===== config.mk =====
export PLATFORM = sky130hd
export DESIGN_NAME = pll_cfg_seq_flat
export DESIGN_NICKNAME = d
export VERILOG_FILES = /design/src/rtl/pll_cfg_seq_if.sv /design/src/rtl/pll_cfg_seq.sv /design/src/flat_wrapper.sv
export SDC_FILE = /design/constraint.sdc
export NUM_CORES = 1
export LEC_CHECK = 0
export ABC_CLOCK_PERIOD_IN_PS = 2200
export BUFFER_PORTS_ARGS = -buffer_cell sky130_fd_sc_hd__buf_4
export CORE_ASPECT_RATIO = 0.5
export CORE_MARGIN = 2
export CORE_UTILIZATION = 52
export DETAILED_ROUTE_END_ITERATION = 16
export PLACE_DENSITY = 0.81
export SYNTH_ARGS = -nofsm -noshare
export SYNTH_HDL_FRONTEND = slang
export SYNTH_SLANG_ARGS = --single-unit

===== constraint.sdc =====
create_clock -name BMCLK1X -period 2.2 [get_ports BMCLK1X]
set_clock_uncertainty 0.1 [all_clocks]
set_input_delay 0.11 -clock BMCLK1X [delete_from_list [all_inputs] [get_ports BMCLK1X]]
set_output_delay 0.11 -clock BMCLK1X [all_outputs]
set_load 0.03 [all_outputs]

===== src/rtl/pll_cfg_seq_if.sv =====
// pll_cfg_seq_if: register-block write port plus PLL600 control/status pins.
// slave is the sequencer side, master is the register block / PLL side.
interface pll_cfg_seq_if;
    logic        WR;
    logic [15:0] WDATA;
    logic        SLOW_MEM_REQ;
    logic        LKDET;
    logic        WR_NACK;
    logic        SYNCEN;
    logic        SG1;
    logic        TM1;
    logic        TM2;
    logic [4:0]  CHP;
    logic [1:0]  VCOD;
    logic [4:0]  DIV;
    logic        SLOW_MEM;
    logic        PD;
    logic        ENB;
    logic        BUSY;
    logic        LOCKED;
    logic        LOSS;
    logic        TIMEOUT_ERR;

    modport master (
        output WR, WDATA, SLOW_MEM_REQ, LKDET,
        input  WR_NACK, SYNCEN, SG1, TM1, TM2, CHP, VCOD, DIV,
        input  SLOW_MEM, PD, ENB, BUSY, LOCKED, LOSS, TIMEOUT_ERR
    );

    modport slave (
        input  WR, WDATA, SLOW_MEM_REQ, LKDET,
        output WR_NACK, SYNCEN, SG1, TM1, TM2, CHP, VCOD, DIV,
        output SLOW_MEM, PD, ENB, BUSY, LOCKED, LOSS, TIMEOUT_ERR
    );
endinterface


===== src/rtl/pll_cfg_seq.sv =====
// pll_cfg_seq: PLL600 config apply / power-cycle / lock sequencer on BMCLK1X.
// Define PLL_CFG_SEQ_BYPASS_EN to force TM2 high everywhere except S_LOCKED.
module pll_cfg_seq #(
    parameter logic [15:0] RESET_CFG   = 16'h0000,
    parameter int          PD_CYC      = 16,
    parameter int          BLANK_CYC   = 4,
    parameter int          LOCK_FILT   = 8,
    parameter int          TIMEOUT_CYC = 256
) (
    input  logic         BMCLK1X,
    input  logic         RST,
    pll_cfg_seq_if.slave pll
);

    localparam logic [15:0] L_PD_LAST = 16'(PD_CYC - 1);
    localparam logic [15:0] L_BLANK   = 16'(BLANK_CYC);
    localparam logic [15:0] L_FILT    = 16'(LOCK_FILT);
    localparam logic [15:0] L_TO_LAST = 16'(TIMEOUT_CYC - 1);

    typedef enum logic [2:0] {
        S_PD,
        S_WAIT_LOCK,
        S_LOCKED,
        S_APPLY,
        S_FAIL
    } state_t;

    state_t      r_state;
    state_t      w_next;
    logic [15:0] r_cnt;
    logic [15:0] r_filt;
    logic        r_lk_meta;
    logic        r_lk_s;
    logic [15:0] r_cfg;
    logic        r_slow;
    logic [15:0] r_pend;
    logic        r_pend_sm;
    logic        r_nack;
    logic        r_loss;
    logic        r_to;
    logic        w_pd;
    logic        w_busy;
    logic        w_locked;
    logic        w_tm2;
    logic        w_vcod_chg;
    logic        w_wr_busy;

    assign w_vcod_chg = (r_pend[6:5] != r_cfg[6:5]);
    assign w_wr_busy  = pll.WR && (r_state == S_PD ||
                                   r_state == S_WAIT_LOCK ||
                                   r_state == S_APPLY);

    always_ff @(posedge BMCLK1X or posedge RST) begin
        if (RST) begin
            r_lk_meta <= 1'b0;
            r_lk_s    <= 1'b0;
        end else begin
            r_lk_meta <= pll.LKDET;
            r_lk_s    <= r_lk_meta;
        end
    end

    always_ff @(posedge BMCLK1X or posedge RST) begin
        if (RST) begin
            r_state <= S_PD;
        end else begin
            r_state <= w_next;
        end
    end

    always_comb begin
        w_next = r_state;
        unique case (r_state)
            S_PD: begin
                if (r_cnt == L_PD_LAST) w_next = S_WAIT_LOCK;
            end
            S_WAIT_LOCK: begin
                // lock outranks timeout on the same cycle
                if (r_filt == L_FILT)         w_next = S_LOCKED;
                else if (r_cnt == L_TO_LAST)  w_next = S_FAIL;
            end
            S_LOCKED: begin
                if (pll.WR)       w_next = S_APPLY;
                else if (!r_lk_s) w_next = S_WAIT_LOCK;
            end
            S_APPLY: begin
                w_next = w_vcod_chg ? S_PD : S_WAIT_LOCK;
            end
            S_FAIL: begin
                if (pll.WR) w_next = S_PD;
            end
            default: w_next = S_PD;
        endcase
    end

    always_comb begin
        w_pd     = 1'b0;
        w_busy   = 1'b0;
        w_locked = 1'b0;
        unique case (r_state)
            S_PD: begin
                w_pd   = 1'b1;
                w_busy = 1'b1;
            end
            S_WAIT_LOCK: w_busy   = 1'b1;
            S_APPLY:     w_busy   = 1'b1;
            S_LOCKED:    w_locked = 1'b1;
            S_FAIL:      w_pd     = 1'b1;
            default:     w_pd     = 1'b1;
        endcase
    end

`ifdef PLL_CFG_SEQ_BYPASS_EN
    assign w_tm2 = w_locked ? r_cfg[13] : 1'b1;
`else
    assign w_tm2 = r_cfg[13];
`endif

    always_ff @(posedge BMCLK1X or posedge RST) begin
        if (RST) begin
            r_cnt  <= '0;
            r_filt <= '0;
        end else begin
            r_cnt <= (w_next != r_state) ? '0 : r_cnt + 16'd1;
            if (r_state != S_WAIT_LOCK || r_cnt < L_BLANK) begin
                r_filt <= '0;
            end else begin
                r_filt <= r_lk_s ? r_filt + 16'd1 : '0;
            end
        end
    end

    always_ff @(posedge BMCLK1X or posedge RST) begin
        if (RST) begin
            r_cfg     <= RESET_CFG;
            r_slow    <= 1'b0;
            r_pend    <= RESET_CFG;
            r_pend_sm <= 1'b0;
            r_nack    <= 1'b0;
            r_loss    <= 1'b0;
            r_to      <= 1'b0;
        end else begin
            r_nack <= w_wr_busy;
            // hold the write so WDATA need not stay valid into S_APPLY
            if (r_state == S_LOCKED && pll.WR) begin
                r_pend    <= pll.WDATA;
                r_pend_sm <= pll.SLOW_MEM_REQ;
            end
            if (r_state == S_APPLY) begin
                r_cfg  <= r_pend;
                r_slow <= r_pend_sm;
            end
            if (r_state == S_FAIL && pll.WR) begin
                r_cfg  <= pll.WDATA;
                r_slow <= pll.SLOW_MEM_REQ;
            end
            if (r_state == S_LOCKED && !r_lk_s) begin
                r_loss <= 1'b1;
            end else if (pll.WR && (r_state == S_LOCKED ||
                                    r_state == S_FAIL)) begin
                r_loss <= 1'b0;
            end
            if (r_state == S_WAIT_LOCK && w_next == S_FAIL) begin
                r_to <= 1'b1;
            end else if (r_state == S_FAIL && pll.WR) begin
                r_to <= 1'b0;
            end
        end
    end

    assign pll.SYNCEN      = r_cfg[15];
    assign pll.SG1         = r_cfg[14];
    assign pll.TM2         = w_tm2;
    assign pll.TM1         = r_cfg[12];
    assign pll.CHP         = r_cfg[11:7];
    assign pll.VCOD        = r_cfg[6:5];
    assign pll.DIV         = r_cfg[4:0];
    assign pll.SLOW_MEM    = r_slow;
    assign pll.PD          = w_pd;
    assign pll.ENB         = w_pd;
    assign pll.BUSY        = w_busy;
    assign pll.LOCKED      = w_locked;
    assign pll.LOSS        = r_loss;
    assign pll.TIMEOUT_ERR = r_to;
    assign pll.WR_NACK     = r_nack;

endmodule


===== src/flat_wrapper.sv =====
// flat-port wrapper written by rule: the top's interface ports become plain ports
module pll_cfg_seq_flat 
#(
    parameter logic [15:0] RESET_CFG   = 16'h0000,
    parameter int          PD_CYC      = 16,
    parameter int          BLANK_CYC   = 4,
    parameter int          LOCK_FILT   = 8,
    parameter int          TIMEOUT_CYC = 256
)
  (BMCLK1X, RST, pll_WR, pll_WDATA, pll_SLOW_MEM_REQ, pll_LKDET, pll_WR_NACK, pll_SYNCEN, pll_SG1, pll_TM1, pll_TM2, pll_CHP, pll_VCOD, pll_DIV, pll_SLOW_MEM, pll_PD, pll_ENB, pll_BUSY, pll_LOCKED, pll_LOSS, pll_TIMEOUT_ERR);
  pll_cfg_seq_if pll_i ();
  input  logic BMCLK1X;
  input  logic RST;
  input wire logic [$bits(pll_i.WR)-1:0] pll_WR;
  input wire logic [$bits(pll_i.WDATA)-1:0] pll_WDATA;
  input wire logic [$bits(pll_i.SLOW_MEM_REQ)-1:0] pll_SLOW_MEM_REQ;
  input wire logic [$bits(pll_i.LKDET)-1:0] pll_LKDET;
  output wire logic [$bits(pll_i.WR_NACK)-1:0] pll_WR_NACK;
  output wire logic [$bits(pll_i.SYNCEN)-1:0] pll_SYNCEN;
  output wire logic [$bits(pll_i.SG1)-1:0] pll_SG1;
  output wire logic [$bits(pll_i.TM1)-1:0] pll_TM1;
  output wire logic [$bits(pll_i.TM2)-1:0] pll_TM2;
  output wire logic [$bits(pll_i.CHP)-1:0] pll_CHP;
  output wire logic [$bits(pll_i.VCOD)-1:0] pll_VCOD;
  output wire logic [$bits(pll_i.DIV)-1:0] pll_DIV;
  output wire logic [$bits(pll_i.SLOW_MEM)-1:0] pll_SLOW_MEM;
  output wire logic [$bits(pll_i.PD)-1:0] pll_PD;
  output wire logic [$bits(pll_i.ENB)-1:0] pll_ENB;
  output wire logic [$bits(pll_i.BUSY)-1:0] pll_BUSY;
  output wire logic [$bits(pll_i.LOCKED)-1:0] pll_LOCKED;
  output wire logic [$bits(pll_i.LOSS)-1:0] pll_LOSS;
  output wire logic [$bits(pll_i.TIMEOUT_ERR)-1:0] pll_TIMEOUT_ERR;
  assign pll_i.WR = pll_WR;
  assign pll_i.WDATA = pll_WDATA;
  assign pll_i.SLOW_MEM_REQ = pll_SLOW_MEM_REQ;
  assign pll_i.LKDET = pll_LKDET;
  assign pll_WR_NACK = pll_i.WR_NACK;
  assign pll_SYNCEN = pll_i.SYNCEN;
  assign pll_SG1 = pll_i.SG1;
  assign pll_TM1 = pll_i.TM1;
  assign pll_TM2 = pll_i.TM2;
  assign pll_CHP = pll_i.CHP;
  assign pll_VCOD = pll_i.VCOD;
  assign pll_DIV = pll_i.DIV;
  assign pll_SLOW_MEM = pll_i.SLOW_MEM;
  assign pll_PD = pll_i.PD;
  assign pll_ENB = pll_i.ENB;
  assign pll_BUSY = pll_i.BUSY;
  assign pll_LOCKED = pll_i.LOCKED;
  assign pll_LOSS = pll_i.LOSS;
  assign pll_TIMEOUT_ERR = pll_i.TIMEOUT_ERR;
  pll_cfg_seq #(.RESET_CFG(RESET_CFG), .PD_CYC(PD_CYC), .BLANK_CYC(BLANK_CYC), .LOCK_FILT(LOCK_FILT), .TIMEOUT_CYC(TIMEOUT_CYC)) u_core (.BMCLK1X(BMCLK1X), .RST(RST), .pll(pll_i));
endmodule

# ---- Word level (Yosys, flattened, before mapping)
# Cells that the tools add are included.
dict set report totals {
  reg_bits 74
  in_bits 21
  output_inout_bits 24
  wordCells 65
}
dict set report classes {
  add_sub_neg 2
  order_cmp 1
  eq_ne 11
  mux 22
  n_reduce_logical 17
}
# cell count
set ops {}
lappend ops {{two-way mux 16 bit} 5}
lappend ops {{adder 16 x 1 -> 16 bit, second input constant} 2}
lappend ops {{equality test 16 x 4 -> 1 bit, second input constant} 2}
lappend ops {{two-way mux 3 bit} 6}
lappend ops {{equality test 16 x 8 -> 1 bit, second input constant} 1}
lappend ops {{less-than comparator 16 x 3 -> 1 bit, second input constant} 1}
lappend ops {{one-hot mux 3 bit (5 select lines)} 1}
lappend ops {{two-way mux 1 bit} 10}
lappend ops {{equality test 3 x 2 -> 1 bit, second input constant} 2}
lappend ops {{equality test 3 bit, second input constant} 2}
lappend ops {{logical AND 1 bit} 6}
lappend ops {{nonzero test 2 bit} 3}
lappend ops {{OR reduction 3 bit} 2}
lappend ops {{logical OR 1 bit} 4}
lappend ops {{equality test 3 x 1 -> 1 bit, second input constant} 1}
lappend ops {{logical NOT 3 bit} 1}
lappend ops {{inequality test 3 x 1 -> 1 bit, second input constant} 1}
lappend ops {{inequality test 3 bit} 1}
lappend ops {{inequality test 2 bit} 1}
lappend ops {{logical NOT 1 bit} 1}

# ---- Logic depth before layout (Yosys ltp)
dict set report depth {
  ltp_word 7
  mapped_depth 7
  mapped_depth_nobuf 6
}

# ---- Least setup slack after synthesis
# No wires, ideal clock.
dict set report synth_timing {
  path_kind {flip-flop to flip-flop}
  from {reg u_core.r_state[0]}
  to {reg u_core.r_pend[0]}
  setup_ns 0.125
  arrival_ns 2.331
  t_required_ns 1.975
  slack_ns -0.355
  path_stages_with_launch 7
  n_path_buf 3
  period_less_slack_ns 2.555
  cell_sequence {dfrtp_1 > clkbuf_1 > nor3b_1 > and2_1 > buf_2 > buf_2 > mux2_2}
}
dict set report synth_via {
  elab_chain_len 2
}
# element line
set synth_lines {}
lappend synth_lines {{from (decl)} pll_cfg_seq.sv:28} ;# state_t r_state;
lappend synth_lines {{from (signal assigned)} pll_cfg_seq.sv:67} ;# r_state <= w_next;
lappend synth_lines {{equality test 3 x 2 -> 1 bit} pll_cfg_seq.sv:145} ;# if (r_state == S_LOCKED && pll.WR) begin
lappend synth_lines {{logical AND 1 bit} pll_cfg_seq.sv:145}
lappend synth_lines {{to (signal assigned)} pll_cfg_seq.sv:146} ;# r_pend <= pll.WDATA;
lappend synth_lines {{to (decl)} pll_cfg_seq.sv:36} ;# logic [15:0] r_pend;
# No other way between the ends.
# A chain may end at the register's enable or synchronous reset.

# ---- Final worst setup path
dict set report layout_timing {
  from {reg u_core.r_cnt[15]}
  to {reg u_core.r_filt[14]}
}
dict set report layout_via {
  elab_chain_len 3
}
# element line
set layout_lines {}
lappend layout_lines {{from (decl)} pll_cfg_seq.sv:30} ;# logic [15:0] r_cnt;
lappend layout_lines {{from (signal assigned)} pll_cfg_seq.sv:124} ;# r_cnt <= (w_next != r_state) ? '0 : r_cnt + 16'd1;
lappend layout_lines {{less-than comparator 16 x 3 -> 1 bit} pll_cfg_seq.sv:125} ;# if (r_state != S_WAIT_LOCK || r_cnt < L_BLANK) begin
lappend layout_lines {{logical OR 1 bit} pll_cfg_seq.sv:125}
lappend layout_lines {{two-way mux 16 bit} pll_cfg_seq.sv:125}
lappend layout_lines {{to (signal assigned)} pll_cfg_seq.sv:128} ;# r_filt <= r_lk_s ? r_filt + 16'd1 : '0;
lappend layout_lines {{to (decl)} pll_cfg_seq.sv:31} ;# logic [15:0] r_filt;
# No other way between the ends.

==> reports/metrics.csv <==
metric;value;unit
Reg2Reg Depth;5;
Cell Area, Placed;4020;um^2
Seq/Total Area, Yosys;0.529;
clock sinks;74;
power density cells;808;nW/um^2
RR Startpoint;u_core.r_cnt[15];
WL per Instance;16.6;um
status;finished, final reports clean;
setup TNS;0;ps
Hold Crit Endpoint;u_core.r_lk_s;
layout cell share with drive strength beyond 1;0.272;
CP cell instances;or4_1 -> or3_4 -> o311ai_4 -> buf_12 -> a21oi_1;
register bit total from synthesis;74;
syn_nets;351;
Critical Path RT;2300;ps
chip height;62.0;um
top cell type's share of synthesized area;0.529;
ant diodes;0;
dpl cells;464;
Max-slew headroom;0.604;
worst-margin pin slew;594;ps
Max IR drop VDD;425;uV
Final setup viols;0;
synth top area cells;dfrtp_1, mux2_2, mux2i_1;
Die ar.;7450;um^2
Tmin final;2130;ps
Reg2Reg Setup Slack;70;ps
antenna-violating nets left;0;
startpoint types;register;
vias in the first global route;2845;
hold path depth;0;
Syn Area/Cell;10.7;um^2
Crit-path slowest cell;or4_1;
total congestion overflow;0;
Post-synth EDFFs;0;
CP bufs+invs;1;
DP HPWL;5070;um
unrepaired setup endpoints after global routing;no;
Syn. warnings;0;
critical path class;register to register;
first-pass GRT wire length;13600;um
crit end category;register;
CP peak stage delay;580;ps
vias per cell;5.71;
Pleak;2.01;nW
hold_sp;u_core.r_lk_meta;
count of cell types in the netlist;39;
largest net degree at the start of global routing;36;
initial antenna violation count;0;
via count;2857;
RD Place Congestion;0.882;
Max Slew Vio Count;0;
root buffer cell;clkbuf_16;
GRT Util Overall;0.236;
Syn Inst Count;327;
Final nets;427;
htree depth;3;
Mapped Area;3500;um^2
die width;120;um
delay-heaviest family, CP;simple AND/OR/NAND/NOR gates;
Remaining DRCs;0;
f_max;0.471;GHz
Clock Path Buffers;2;
reg-to-reg endpoint;u_core.r_filt[14];
Yosys top cell by area;dfrtp_1;
Worst Path Max Fanout;16;
Fin. Hold Viols;0;
clock-pin slew on the worst setup and hold paths;60;ps
CTS tree;yes;
I/O Pins;45;
area delta synth->final;30.7;%
DRT iter0 DRCs;273;
dominant synthesized flop cell;dfrtp_1;
1st-pass router iterations;4;
fin crit share;0.966;
Initial Utilization;0.531;
maxcap violations;0;
Final Cell Area;4580;um^2
Hold WC Path Type;register to register;
WL final;8320;um
CORE AREA;6600;um^2
Finished Layout Cells;500;
TritonCTS buffer count;9;
Synth async-reset ratio;1.00;
I/O Buffers;44;
Site Rows;21;
insertion delay to the later sink of the worst-skew pair;330;ps
crit path DAT;2230;ps
==> routing by layer <==
layer  vias up  share of wire  track usage
met4         0          0.020        0.109
met5         -              0            0
li1       1300              -            -
met2       110           0.53        0.423
met1      1431           0.40        0.284
met3        16          0.049       0.0566
==> cells in the final DEF, fill, tap and decap left out, types with 2 or more instances in the layout <==
cell type       n
mux2i_1        16
mux2_2         16
clkbuf_16       9
and4_1          2
dlygate4sd3_1  20
nor2_1         10
o31ai_1         3
or4_1           4
clkinvlp_4      3
nor4_1          6
o21ai_0        24
or3_1           3
dfrtp_1        74
nand4_1         8
and3_1          3
o211ai_1        3
nor2_2         10
ha_1            3
bufinv_16       3
a21oi_1        21
xor2_1          8
nand3b_1        4
nand3_1        10
nor3_1          7
xnor2_1        18
buf_12          2
buf_4          58
and2_1          2
nand2_1        29
inv_1          12
==> synth_stat cells (2+ instances only) <==
master,n
dfrtp_1,74
buf_2,5
buf_4,3
a21oi_1,21
o21ai_0,24
nand4_1,8
mux2i_1,16
and4_1,2
clkbuf_1,7
nand2_1,29
xnor2_1,18
nor3b_1,2
ha_1,3
o31ai_1,3
or3_1,3
nor2_1,10
nor3_1,7
o211ai_1,3
or4_1,5
nor4_1,7
nand3_1,10
nand3b_1,4
xor2_1,8
nor2_2,10
and2_1,2
inv_1,13
mux2_2,16
and3_1,3
==> repair_timing <==
| item | in CTS | in global routing |
|---|---|---|
| setup endpoints to repair | 0 | 11 |
| hold buffers | 20 | 0 |
| setup buffers | 0 | 0 |
| gates resized for setup | 0 | 3 |
| endpoints found under the hold margin | 59 | 0 |
==> through the flow <==
stage                     setup slack [ps]  utilization  hold slack [ps]  power [mW]
after floorplan                       9.16            -             41.4        1.83
after global placement                 139        0.610             99.5        1.96
after detailed placement              77.8        0.610              109        1.99
after CTS                             61.7        0.692              266        3.69
after global routing                  14.7        0.694              284        3.83
final                                 75.0        0.694              274        3.70
==> state kept, by name, indices dropped and copies added (netlist names) <==
signal	cells
u_core.r_pend_sm	1
u_core.r_state	3
u_core.pll.WR_NACK	1
u_core.pll.SLOW_MEM	1
u_core.r_filt	16
u_core.pll.LOSS	1
u_core.r_lk_s	1
u_core.r_lk_meta	1
u_core.r_cnt	16
u_core.r_pend	16
u_core.pll.TIMEOUT_ERR	1
u_core.r_cfg	16
==> where the power goes <==
| group | internal (mW) | switching, mW |
|---|---|---|
| Clock | 1.10 | 0.572 |
| Sequential | 1.41 | 0.0831 |
| Combinational | 0.223 | 0.302 |
| Total | 2.74 | 0.957 |
==> logic make-up after synthesis <==
logic type | Yosys count | synth area share
AO/OA/AOI/OAI | 56 | 0.0947
XOR/XNOR | 26 | 0.0650
adder cells (fa/ha/maj) | 3 | 0.0107
buffers and inverters | 29 | 0.0382
flip-flops | 74 | 0.529
multiplexers | 32 | 0.0972
AND/OR/NAND/NOR | 107 | 0.165
==> final cells by class <==
type	count	area, um^2
fillers	426	2020
flip-flops and latches	74	1850
well taps	92	115
multi-input cells	224	1530
inverters	13	48.8
clock inverters	7	118
clock buffers	9	225
repair buffers	81	687
==> worst max-delay path by stage <==
stage                         to  cells after the start               from  slack (ps)
6_report       u_core.r_filt[14]                      5   u_core.r_cnt[15]          70
5_1_grt        u_core.r_filt[14]                      5   u_core.r_cnt[12]          10
4_1_cts        u_core.r_filt[14]                      5   u_core.r_cnt[11]          60
3_5_place_dp   u_core.r_filt[14]                      5    u_core.r_cnt[7]          80
3_3_place_gp   u_core.r_filt[15]                      5    u_core.r_cnt[7]         140
2_1_floorplan   u_core.r_pend[0]                      6  u_core.r_state[0]           9
No activity file was read; power rests on OpenSTA's default activity.
